<file path="config.mk">
export PLATFORM = sky130hd
export DESIGN_NAME = fpu_sig_div
export DESIGN_NICKNAME = d
export VERILOG_FILES = /design/src/rtl/fpu_sig_div.sv
export SDC_FILE = /design/constraint.sdc
export NUM_CORES = 1
export LEC_CHECK = 0
export CORE_ASPECT_RATIO = 1.1
export CORE_MARGIN = 5
export CORE_UTILIZATION = 50
export DETAILED_ROUTE_END_ITERATION = 16
export PLACE_DENSITY_LB_ADDON = 0.1
export SLEW_MARGIN = 5
export SYNTH_ARGS = -nofsm -noshare
export SYNTH_HDL_FRONTEND = slang
export SYNTH_SLANG_ARGS = --single-unit
</file>
<file path="constraint.sdc">
create_clock -name clock -period 2.7 [get_ports clock]
set_input_delay 0.81 -clock clock [delete_from_list [all_inputs] [get_ports clock]]
set_output_delay 0.81 -clock clock [all_outputs]
set_load 0.02 [all_outputs]
</file>
<file path="src/rtl/fpu_sig_div.sv">
// Radix-2 restoring divider for normalized significands.
// Produces an integer bit, FRACW fraction bits, guard and round bits, plus a sticky bit.
module fpu_sig_div #(
   parameter int FRACW = 10
) (
   input  logic               clock,
   input  logic               reset,
   input  logic               start,
   input  logic [FRACW:0]     sigA,
   input  logic [FRACW:0]     sigB,
   output logic [FRACW+2:0]   quot,
   output logic               sticky,
   output logic               busy,
   output logic               done,
   output logic               divZero
);

   localparam int NITER = FRACW + 3;
   localparam int SW    = FRACW + 1;
   localparam int RW    = FRACW + 2;
   localparam int CW    = $clog2(NITER + 1);
   localparam logic [CW-1:0] LAST = CW'(NITER - 1);

   typedef enum logic [1:0] {IDLE, ITER, DONE} state_t;

   state_t            state_q, state_d;
   logic [RW-1:0]     rem_q, rem_d;
   logic [SW-1:0]     dvs_q, dvs_d;
   logic [NITER-1:0]  quot_q, quot_d;
   logic [CW-1:0]     cnt_q, cnt_d;
   logic              sticky_q, sticky_d;
   logic              dz_q, dz_d;

   logic              ge;
   logic [RW-1:0]     rem_sub;

   // The remainder stays below twice the divisor, so RW bits never overflow.
   assign ge      = (rem_q >= {1'b0, dvs_q});
   assign rem_sub = ge ? (rem_q - {1'b0, dvs_q}) : rem_q;

   always_comb begin
      state_d  = state_q;
      rem_d    = rem_q;
      dvs_d    = dvs_q;
      quot_d   = quot_q;
      cnt_d    = cnt_q;
      sticky_d = sticky_q;
      dz_d     = dz_q;
      unique case (state_q)
         IDLE: begin
            if (start) begin
               cnt_d    = '0;
               sticky_d = 1'b0;
               if (sigB == '0) begin
                  state_d = DONE;
                  quot_d  = '1;
                  dz_d    = 1'b1;
               end else begin
                  state_d = ITER;
                  rem_d   = {1'b0, sigA};
                  dvs_d   = sigB;
                  quot_d  = '0;
                  dz_d    = 1'b0;
               end
            end
         end
         ITER: begin
            quot_d = {quot_q[NITER-2:0], ge};
            rem_d  = rem_sub << 1;
            cnt_d  = cnt_q + CW'(1);
            if (cnt_q == LAST) begin
               state_d  = DONE;
               sticky_d = (rem_sub != '0);
            end
         end
         DONE: begin
            state_d = IDLE;
         end
         default: begin
            state_d = IDLE;
         end
      endcase
   end

   always_ff @(posedge clock) begin
      if (reset) begin
         state_q  <= IDLE;
         rem_q    <= '0;
         dvs_q    <= '0;
         quot_q   <= '0;
         cnt_q    <= '0;
         sticky_q <= 1'b0;
         dz_q     <= 1'b0;
      end else begin
         state_q  <= state_d;
         rem_q    <= rem_d;
         dvs_q    <= dvs_d;
         quot_q   <= quot_d;
         cnt_q    <= cnt_d;
         sticky_q <= sticky_d;
         dz_q     <= dz_d;
      end
   end

   assign quot    = quot_q;
   assign sticky  = sticky_q;
   assign divZero = dz_q;
   assign busy    = (state_q == ITER);
   assign done    = (state_q == DONE);

endmodule
</file>
==> flow_metrics.py <==
metrics = {
    "setup_path": {
        "critPathKind": "reg2reg",
        "reg2reg_slack_ns": 0.12,
        "critPathLaunch": "dvs_q[0]",
        "crit_path_end": "rem_q[5]",
        "start_kind": "flop",
        "r2r_end": "rem_q[5]",
        "r2r_start": "dvs_q[0]",
        "arrival_ns": 2.84,
        "required_ns": 2.96,
        "ff2ff_path_depth": 10,
        "crit_fanout": 7,
        "end_kind": "flop",
    },
    "sta": {
        "rsz0062_at_grt": "no",
        "finalHoldViolCount": 0,
        "drv_slew": 0,
        "worst_pin_slew_ns": 1.15,
        "setup_viol": 0,
        "skew_ns": 0.0191,
        "period_minus_slack_ns": 2.58,
        "period_share_pct": 95.5,
        "fmax_ghz": 0.388,
        "slew_headroom_pct": 23.2,
        "whs_ns": 0.467,
    },
    "placed_design": {
        "hpwlAfterDp_mm": 5.17,
        "globalplace.congestion": 0.899,
        "dp.cells": 417,
        "portBuffers": 41,
    },
    "detailed_routing": {
        "wl_mm": 6.67,
        "ant_nets": 0,
        "initialDrtViolationCount": 74,
        "drt_pass1_iterations": 4,
        "drc": 0,
        "wl_per_cell_microns": 15.7,
        "viasPerCell": 5.71,
        "num_vias": 2434,
    },
    "power_and_ir_drop": {
        "peakVddDrop_mv": 0.396,
        "power_density_nw_per_um2": 581,
        "p_sw_mw": 0.657,
        "p_leak_nw": 1.30,
        "sw_frac_of_total_pct": 34.2,
        "power_frac_clock_pct": 22.8,
        "p_int_mw": 1.26,
        "fin_total_pwr_mw": 1.92,
        "pwr-share-seq_pct": 37.7,
        "pwr-share-comb_pct": 39.6,
    },
    "die": {
        "die_h_microns": 84.9,
        "dieArea_sq_um": 6630,
        "core.rowCount": 27,
        "io_pins": 42,
        "die_w_microns": 78.1,
        "start_util_pct": 51.3,
        "core_sq_um": 4970,
    },
    "global_route": {
        "grt_max_degree": 32,
        "antenna_found_initial": 0,
        "grt_overflow_total": 0,
        "grt_pass1_wl_mm": 11.4,
        "first_global_vias": 2474,
        "grt_use_total_pct": 21.0,
    },
    "layout": {
        "antenna_cells": 0,
        "drive_above_1_share_pct": 14.1,
        "final_cell_mix": "dfxtp_1, clkdlybuf4s50_1, nor2_1",
        "utilization_pct": 66.5,
        "multi_input_area_sq_um": 1540,
        "fillers": 435,
        "regArea_sq_um": 882,
        "syn2layout_area_growth_pct": 29.4,
        "stdcell_count": 426,
        "layout_commonest_cell": "dfxtp_1",
        "nets": 406,
    },
    "clocking": {
        "cts-htree-levels": 2,
        "cts.clk_slew.worst_paths_ns": 0.10,
        "cts_buffers": 5,
        "clock-sinks": 44,
        "insertion_delay_ns": 0.31,
        "clockBufferDepth": 2,
        "ctsRootBufferMaster": "clkbuf_8",
        "cts_tree": "yes",
    },
    "yosys": {
        "async_flop_share_pct": 0,
        "netlist_area_sq_um": 2550,
        "synth_ff_type": "dfxtp_1",
        "yosysUniqueCellTypes": 52,
        "synthCells": 307,
        "seq_area_frac_synth_pct": 34.5,
        "synth_nets": 346,
        "ys_warn_count": 0,
        "avgSynthCellArea_sq_um": 8.31,
        "synth_edf_count": 0,
        "ys_ff_latch": 44,
    },
    "min_path": {
        "hp-class": "reg2reg",
    },
    "flow_run": {
        "drv_cap": 0,
    },
    "status": {
        "outcome": "finished clean",
    },
}
[registers in the layout (all words and copies together) (netlist names)]
| register | flops |
|---|---|
| quot | 13 |
| rem_q | 12 |
| dvs_q | 11 |
| cnt_q | 4 |
| sticky | 1 |
| divZero | 1 |
| state_q | 2 |
[layer usage]
layer | track usage [%] | wire length, microns | vias to the layer above
met4 | 8.60 | 175 | 0
met5 | 0 | 0 | -
met2 | 36.1 | 3350 | 43
li1 | - | - | 1234
met1 | 25.2 | 2910 | 1142
met3 | 4.25 | 242 | 15
[synth_stat cells (2+ instances only)]
master      n  area, sq um
nor2_1     37          139
a22oi_1    13         97.6
clkbuf_1   11         41.3
a31oi_1     2         12.5
nand4_1     2         12.5
ha_1       13          163
o21ai_0     8         40.0
xor2_1      2         17.5
a31o_2      3         26.3
o22ai_1     2         12.5
dfxtp_1    44          881
nor4_1      6         37.5
a21oi_1    30          150
a2111oi_0   3         26.3
a211oi_1    5         37.5
or3_1       2         12.5
a21boi_0    5         37.5
xnor2_1     6         52.6
nand3b_1    2         15.0
mux2i_1    15          150
nand2_1    21         78.8
nand3_1     8         40.0
a21o_1      4         30.0
a221oi_1    3         26.3
inv_1      21         78.8
o211ai_1    5         37.5
nor3_1      3         15.0
o21a_1      3         22.5
nand2b_1    4         25.0
buf_6       2         22.5
[worst max-delay path: stages (launching register included)]
cell	delay (ns)
dfxtp_1	0.38
ha_4	0.15
fa_2	0.20
nand2b_4	0.13
a21oi_2	0.05
or3_1	0.38
a2111o_1	0.40
buf_4	0.19
mux2i_1	0.12
a2111oi_0	0.39
a31o_2	0.15
[cell type report]
type                            count  share of cell area (%)
Inverter                           21                    2.39
Tap cell                           58                    2.20
Timing Repair Buffer               69                    19.3
Multi-Input combinational cell    226                    46.6
Clock buffer                        7                    2.62
Sequential cell                    44                    26.7
Clock inverter                      1                   0.227
[timing repair]
item | in CTS | in global routing
hold buffers | 0 | 0
gates resized for setup | 0 | 11
buffers inserted | 0 | 1
endpoints found under the setup margin | 0 | 7
[worst min-delay path by stage]
stage	start	to	cells past startpoint
after floorplan	state_q[1]	state_q[1]	1
after global placement	divZero	divZero	2
after detailed placement	divZero	divZero	2
after CTS	divZero	divZero	2
after global routing	divZero	divZero	2
final	divZero	divZero	2
[stage by stage]
step	area, sq um	setup TNS (ns)	worst slack, ns
finish	3300	0	0.122
global route	3300	0	0.0262
CTS	3250	0	0.0499
detailed placement	3160	-2.22	-0.147
global placement	3160	-2.12	-0.169
floorplan	2550	0	0.255
[power groups by stage]
stage | Combinational (mW) | Clock (mW) | Sequential (mW)
final | 0.759 | 0.437 | 0.722
after global routing | 0.846 | 0.478 | 0.727
after CTS | 0.734 | 0.447 | 0.721
after detailed placement | 0.729 | 0 | 0.736
after global placement | 0.718 | 0 | 0.736
after floorplan | 0.529 | 0 | 0.727
[kinds of logic (layout without fill, tap and decap cells)]
logic type,count (synthesis),count (layout),share of synthesized area (%)
AO/OA/AOI/OAI,95,95,25.4
XOR/XNOR,8,8,2.75
adder cells (fa/ha/maj),14,14,7.16
buffers and inverters,37,98,6.62
flip-flops,44,44,34.5
multiplexers,16,16,6.48
AND/OR/NAND/NOR,93,93,17.1
(Power assumes the default switching activity.)
